[src/rtl/ibex_multdiv_arbiter_if.sv]
// ibex_multdiv_arbiter_if: requester-side request/response bus of the shared multdiv arbiter.
// Per-requester fields are packed side by side, requester i at slice i.
interface ibex_multdiv_arbiter_if #(
    parameter int NUM_REQ = 2
);
    logic [NUM_REQ-1:0]    req_valid_i;
    logic [NUM_REQ-1:0]    req_ready_o;
    logic [2*NUM_REQ-1:0]  req_operator_i;
    logic [2*NUM_REQ-1:0]  req_signed_mode_i;
    logic [32*NUM_REQ-1:0] req_op_a_i;
    logic [32*NUM_REQ-1:0] req_op_b_i;
    logic [NUM_REQ-1:0]    rsp_valid_o;
    logic [NUM_REQ-1:0]    rsp_ready_i;
    logic [31:0]           rsp_result_o;
    logic                  rsp_err_o;
    modport master (
        output req_valid_i, req_operator_i, req_signed_mode_i, req_op_a_i, req_op_b_i, rsp_ready_i,
        input  req_ready_o, rsp_valid_o, rsp_result_o, rsp_err_o
    );
    modport slave (
        input  req_valid_i, req_operator_i, req_signed_mode_i, req_op_a_i, req_op_b_i, rsp_ready_i,
        output req_ready_o, rsp_valid_o, rsp_result_o, rsp_err_o
    );
endinterface

[src/rtl/ibex_multdiv_arbiter.sv]
// ibex_multdiv_arbiter: round-robin sharing of one ibex_multdiv_slow between NUM_REQ requesters.
// Define MULTDIV_ARB_TIMEOUT_EN to abort ops that exceed TIMEOUT_CYCLES with rsp_err_o set.
module ibex_multdiv_arbiter #(
    parameter int NUM_REQ        = 2,
    parameter int TIMEOUT_CYCLES = 64
) (
    input  logic                 clk_i,
    input  logic                 rst_ni,
    ibex_multdiv_arbiter_if.slave bus,
    output logic                 md_mult_en_o,
    output logic                 md_div_en_o,
    output logic [1:0]           md_operator_o,
    output logic [1:0]           md_signed_mode_o,
    output logic [31:0]          md_op_a_o,
    output logic [31:0]          md_op_b_o,
    output logic                 md_ready_id_o,
    input  logic                 md_valid_i,
    input  logic [31:0]          md_result_i
);
    localparam int IW = $clog2(NUM_REQ);

    if (NUM_REQ < 2 || NUM_REQ > 8) begin : g_bad_num_req
        $error("NUM_REQ must be in 2..8");
    end
    if (TIMEOUT_CYCLES < 2) begin : g_bad_timeout
        $error("TIMEOUT_CYCLES must be at least 2");
    end

    typedef enum logic [1:0] {IDLE, ISSUE, RESP} state_e;

    state_e          state;
    logic [IW-1:0]   ptr, gnt, pick, idx;
    logic            found, timeout;
    logic [1:0]      op_sel, sm_sel;
    logic [31:0]     a_sel, b_sel;

    // first valid requester at or after the round-robin pointer, plus its operation fields
    always_comb begin
        found  = 1'b0;
        pick   = '0;
        idx    = '0;
        op_sel = '0;
        sm_sel = '0;
        a_sel  = '0;
        b_sel  = '0;
        for (int i = 0; i < NUM_REQ; i++) begin
            idx = IW'((int'(ptr) + i) % NUM_REQ);
            if (!found && bus.req_valid_i[idx]) begin
                found = 1'b1;
                pick  = idx;
            end
        end
        for (int k = 0; k < NUM_REQ; k++) begin
            if (IW'(k) == pick) begin
                op_sel = bus.req_operator_i[2*k +: 2];
                sm_sel = bus.req_signed_mode_i[2*k +: 2];
                a_sel  = bus.req_op_a_i[32*k +: 32];
                b_sel  = bus.req_op_b_i[32*k +: 32];
            end
        end
    end

    assign bus.req_ready_o = (rst_ni && state == IDLE && found) ? NUM_REQ'(1) << pick : '0;

`ifdef MULTDIV_ARB_TIMEOUT_EN
    localparam int CW = $clog2(TIMEOUT_CYCLES + 1);
    logic [CW-1:0] cnt;
    always_ff @(posedge clk_i) begin
        cnt <= (!rst_ni || state != ISSUE) ? '0 : cnt + 1'b1;
    end
    assign timeout = state == ISSUE && !md_valid_i && cnt == CW'(TIMEOUT_CYCLES - 1);
`else
    assign timeout = 1'b0;
`endif

    always_ff @(posedge clk_i) begin
        if (!rst_ni) begin
            state            <= IDLE;
            ptr              <= '0;
            gnt              <= '0;
            bus.rsp_valid_o  <= '0;
            bus.rsp_result_o <= '0;
            bus.rsp_err_o    <= 1'b0;
            md_mult_en_o     <= 1'b0;
            md_div_en_o      <= 1'b0;
            md_operator_o    <= '0;
            md_signed_mode_o <= '0;
            md_op_a_o        <= '0;
            md_op_b_o        <= '0;
            md_ready_id_o    <= 1'b0;
        end else begin
            case (state)
                IDLE: if (found) begin
                    state            <= ISSUE;
                    gnt              <= pick;
                    ptr              <= (pick == IW'(NUM_REQ - 1)) ? '0 : pick + 1'b1;
                    md_operator_o    <= op_sel;
                    md_signed_mode_o <= sm_sel;
                    md_op_a_o        <= a_sel;
                    md_op_b_o        <= b_sel;
                    md_mult_en_o     <= !op_sel[1];
                    md_div_en_o      <= op_sel[1];
                    md_ready_id_o    <= 1'b1;
                end
                ISSUE: if (md_valid_i || timeout) begin
                    state            <= RESP;
                    md_mult_en_o     <= 1'b0;
                    md_div_en_o      <= 1'b0;
                    md_ready_id_o    <= 1'b0;
                    bus.rsp_result_o <= md_valid_i ? md_result_i : '0;
                    bus.rsp_err_o    <= timeout;
                    bus.rsp_valid_o  <= NUM_REQ'(1) << gnt;
                end
                RESP: if (bus.rsp_ready_i[gnt]) begin
                    state           <= IDLE;
                    bus.rsp_valid_o <= '0;
                end
                default: state <= IDLE;
            endcase
        end
    end
endmodule

[src/flat_wrapper.sv]
// flat-port wrapper written by rule: the top's interface ports become plain ports
module ibex_multdiv_arbiter_flat 
#(
    parameter int NUM_REQ        = 2,
    parameter int TIMEOUT_CYCLES = 64
)
  (clk_i, rst_ni, md_mult_en_o, md_div_en_o, md_operator_o, md_signed_mode_o, md_op_a_o, md_op_b_o, md_ready_id_o, md_valid_i, md_result_i, bus_req_valid_i, bus_req_operator_i, bus_req_signed_mode_i, bus_req_op_a_i, bus_req_op_b_i, bus_rsp_ready_i, bus_req_ready_o, bus_rsp_valid_o, bus_rsp_result_o, bus_rsp_err_o);
  ibex_multdiv_arbiter_if #(.NUM_REQ(NUM_REQ)) bus_i ();
  input  logic clk_i;
  input  logic rst_ni;
  output logic md_mult_en_o;
  output logic md_div_en_o;
  output logic [1:0] md_operator_o;
  output logic [1:0] md_signed_mode_o;
  output logic [31:0] md_op_a_o;
  output logic [31:0] md_op_b_o;
  output logic md_ready_id_o;
  input  logic md_valid_i;
  input  logic [31:0] md_result_i;
  input wire logic [$bits(bus_i.req_valid_i)-1:0] bus_req_valid_i;
  input wire logic [$bits(bus_i.req_operator_i)-1:0] bus_req_operator_i;
  input wire logic [$bits(bus_i.req_signed_mode_i)-1:0] bus_req_signed_mode_i;
  input wire logic [$bits(bus_i.req_op_a_i)-1:0] bus_req_op_a_i;
  input wire logic [$bits(bus_i.req_op_b_i)-1:0] bus_req_op_b_i;
  input wire logic [$bits(bus_i.rsp_ready_i)-1:0] bus_rsp_ready_i;
  output wire logic [$bits(bus_i.req_ready_o)-1:0] bus_req_ready_o;
  output wire logic [$bits(bus_i.rsp_valid_o)-1:0] bus_rsp_valid_o;
  output wire logic [$bits(bus_i.rsp_result_o)-1:0] bus_rsp_result_o;
  output wire logic [$bits(bus_i.rsp_err_o)-1:0] bus_rsp_err_o;
  assign bus_i.req_valid_i = bus_req_valid_i;
  assign bus_i.req_operator_i = bus_req_operator_i;
  assign bus_i.req_signed_mode_i = bus_req_signed_mode_i;
  assign bus_i.req_op_a_i = bus_req_op_a_i;
  assign bus_i.req_op_b_i = bus_req_op_b_i;
  assign bus_i.rsp_ready_i = bus_rsp_ready_i;
  assign bus_req_ready_o = bus_i.req_ready_o;
  assign bus_rsp_valid_o = bus_i.rsp_valid_o;
  assign bus_rsp_result_o = bus_i.rsp_result_o;
  assign bus_rsp_err_o = bus_i.rsp_err_o;
  ibex_multdiv_arbiter #(.NUM_REQ(NUM_REQ), .TIMEOUT_CYCLES(TIMEOUT_CYCLES)) u_core (.clk_i(clk_i), .rst_ni(rst_ni), .bus(bus_i), .md_mult_en_o(md_mult_en_o), .md_div_en_o(md_div_en_o), .md_operator_o(md_operator_o), .md_signed_mode_o(md_signed_mode_o), .md_op_a_o(md_op_a_o), .md_op_b_o(md_op_b_o), .md_ready_id_o(md_ready_id_o), .md_valid_i(md_valid_i), .md_result_i(md_result_i));
endmodule
[config.mk]
export PLATFORM = sky130hd
export DESIGN_NAME = ibex_multdiv_arbiter_flat
export DESIGN_NICKNAME = d
export VERILOG_FILES = /design/src/rtl/ibex_multdiv_arbiter_if.sv /design/src/rtl/ibex_multdiv_arbiter.sv /design/src/flat_wrapper.sv
export SDC_FILE = /design/constraint.sdc
export NUM_CORES = 1
export LEC_CHECK = 0
export BUFFER_PORTS_ARGS = -buffer_cell sky130_fd_sc_hd__buf_4
export CORE_ASPECT_RATIO = 1.2
export CORE_MARGIN = 2
export CORE_UTILIZATION = 35
export CTS_CLUSTER_DIAMETER = 30
export DETAILED_ROUTE_END_ITERATION = 7
export GPL_ROUTABILITY_DRIVEN = 0
export PLACE_DENSITY_LB_ADDON = 0.3
export REMOVE_ABC_BUFFERS = 1
export SLEW_MARGIN = 0
export SYNTH_ARGS = -nofsm -noshare
export SYNTH_HDL_FRONTEND = slang
export SYNTH_SLANG_ARGS = --single-unit
[constraint.sdc]
create_clock -name clk_i -period 3.6 [get_ports clk_i]
set_input_delay 0.18 -clock clk_i [delete_from_list [all_inputs] [get_ports clk_i]]
set_output_delay 0.18 -clock clk_i [all_outputs]
set_load 0.05 [all_outputs]
==> out/results.ini <==
[yosys]
synth.largest_area_cell=dfxtp_1
yosys_warnings=0
yosysSeqAreaShare=0.5101
synth_edf_count=0
syn_area_sq_um=4278
synth_seq_cells=109
syn_avg_cell_area_sq_um=8.766
synth_area_leaders=dfxtp_1, a221o_1, nor3_1, inv_1, nand2_1
ys_top_cells_by_count=dfxtp_1, inv_1, nand2_1
synth_cells=488
synth_top_area_frac=0.5101
synth_cell_type_count=30
synth-async-reset-ratio=0
synth_flop_cell=dfxtp_1
synth.most_common_cell=dfxtp_1

[floorplanning]
dieArea_sq_um=13130
io_pins=283
start_util=0.3564
core_sq_um=12000
row_count=44
dieHeight_um=125.1
die_x_um=104.9

[critical_path]
cp_max_fo=16
end_kind=primary output
rrSetupSlack_ps=1400
worst_ep_required_time_ps=3420
arrival_ps=2290
reg2reg_to=u_core.md_op_b_o[14]
worstSetupPathType=reg2out
startpoint_type=flop
reg2reg_from=u_core.state[1]
r2r_cells=4

[power_and_ir_drop]
p_int_w=0.002210
p_sw_w=0.001102
p_sw_frac=0.3327
pwr-share-comb=0.294
ir_drop_uv=306.0
pwr-share-clk=0.289
power.density_nw_per_um2=489.0
p_leak_nw=3.299
seq_power_share=0.418

[timing]
fin_skew_ps=10.43
timing.setup.tns_ps=0
whs_ps=58.35
tightest_slew_ps=1197
maxSlewViolCount=0
setup_viol=0
fmax_ghz=0.4056
min_period_ps=2465
timing.final.ws_setup_ps=1135
rsz0062_at_grt=false
period_share=0.6848
slew_headroom=0.2013
hold_viol=0

[place]
io_buffers=281
dp_hpwl_um=10430
dp_slack_ps=1215

[cells_and_area]
utilization=0.5642
nets=920
fill_cells=1094
n_antenna_cell=0
synthToLayoutAreaGrowth_pct=58.29
drive_gt1_frac=0.4112

[routing]
drt_iter0_drc=176
via_count=4549
ant_nets=0
drc=0
wirelength_um=13980
dr.pass1.iters=4
via_per_inst=4.999
routedWlPerCell_um=15.36

[grt]
antenna_found_initial=0
grt_pass1_vias=4483
overflow=0
grt_max_degree=69
grt.total_usage=0.2049
grt_pass1_wl_um=21820

[clocking]
tritoncts=built
clkSinkCount=109
cts_htree_levels=3
postCtsHoldBufs=0
cts_buffers=9
clk_pin_slew_ps=70
cts_resized=0
cts_buffer_depth=2
clock_latency_ps=340
cts_setup_buffers=0
ctsRootBufferMaster=clkbuf_16

[run_status]
status=finished clean

[min_path]
holdPathEnd=u_core.md_op_a_o[23]
hold_start=bus_req_op_a_i[55]
holdCritPathClass=in2reg
hold_path_depth=2

[job]
drv_cap=0

-- metrics by stage --
stage | power, W | cells | cell area [sq um]
after floorplan | 0.001975 | 445 | 4094
after global placement | 0.002371 | 895 | 6489
after detailed placement | 0.002386 | 895 | 6489
after CTS | 0.003345 | 910 | 6771
after global routing | 0.003438 | 910 | 6771
final | 0.003311 | 910 | 6771
-- power by group through the flow --
stage          clock [W]  sequential, W  combinational [W]
6_report        0.000955        0.00138           0.000972
3_3_place_gp           0        0.00141           0.000965
5_1_grt          0.00102        0.00140            0.00102
4_1_cts         0.000982        0.00138           0.000980
3_5_place_dp           0        0.00141           0.000980
2_1_floorplan          0        0.00176           0.000219
-- worst max path at each step --
stage / start / endpoint / slack [ps] / depth (start not counted)
6_report: u_core.state[1] / bus_req_ready_o[1] / 1130 / 3
5_1_grt: u_core.state[1] / bus_req_ready_o[1] / 1020 / 3
4_1_cts: u_core.state[1] / bus_req_ready_o[1] / 1100 / 3
3_5_place_dp: rst_ni / u_core.md_op_b_o[12] / 1210 / 5
3_3_place_gp: rst_ni / u_core.md_op_b_o[12] / 1260 / 5
2_1_floorplan: rst_ni / u_core.md_op_a_o[0] / -10 / 3
-- cell usage in the layout, fill, tap and decap left out --
master,count
a2111oi_0,1
a211oi_1,1
a21bo_2,1
a21o_1,2
a21oi_1,38
a21oi_4,1
a221o_1,67
a221oi_1,1
a32o_1,1
and2_1,1
and3b_1,1
buf_12,1
buf_4,288
bufinv_16,1
clkbuf_1,2
clkbuf_16,9
clkinv_2,1
clkinvlp_4,2
conb_1,1
dfxtp_1,109
inv_1,69
mux2i_1,1
nand2_1,68
nand2b_1,2
nand3b_1,2
nor2_1,2
nor2b_1,2
nor3_1,67
nor3_4,1
o211ai_1,2
o21ai_0,1
or2_2,1
or3b_2,2
-- final cells by class --
class                   instances  area (sq um)  share of cell area
multi-input cells             267          1664              0.2458
inverters                      69         259.0             0.03825
well taps                     161         201.4             0.02975
clock inverters                 4         50.05            0.007391
clock buffers                  11         232.7             0.03437
flip-flops and latches        109          2182              0.3222
repair buffers                289          2182              0.3222
-- metal layers --
layer  routed length [um]  up-vias  part of all wire  GRT usage
li1                     -     2216                 -          -
met1                 5384     2108              0.39     0.2272
met2                 7017      203              0.50     0.3671
met3                 1246       22             0.089    0.05735
met4                  327        0             0.023    0.08314
met5                    0        -                 0          0
-- registers in the layout, summed over array words and instances, names as in the netlist --
signal,count
u_core.bus.rsp_result_o,32
u_core.bus.rsp_valid_o,2
u_core.gnt,1
u_core.md_div_en_o,1
u_core.md_mult_en_o,1
u_core.md_op_a_o,32
u_core.md_op_b_o,32
u_core.md_operator_o,2
u_core.md_ready_id_o,1
u_core.md_signed_mode_o,2
u_core.ptr,1
u_core.state,2
-- worst max-delay path, cell delays in order, from the launching register on --
cell and delay, ps:
dfxtp_1 380, or3b_2 540, nor3_4 690, buf_4 330
-- kinds of logic (layout without fill, tap and decap cells) --
logic type | after synthesis | in the layout | synth area share
AO/OA/AOI/OAI | 116 | 116 | 0.2211
other | 1 | 1 | 0.0008766
flip-flops | 109 | 109 | 0.5101
buffers and inverters | 112 | 373 | 0.1035
AND/OR/NAND/NOR | 149 | 149 | 0.1620
multiplexers | 1 | 1 | 0.002340
Note: power is estimated with default switching activity, not from simulation.
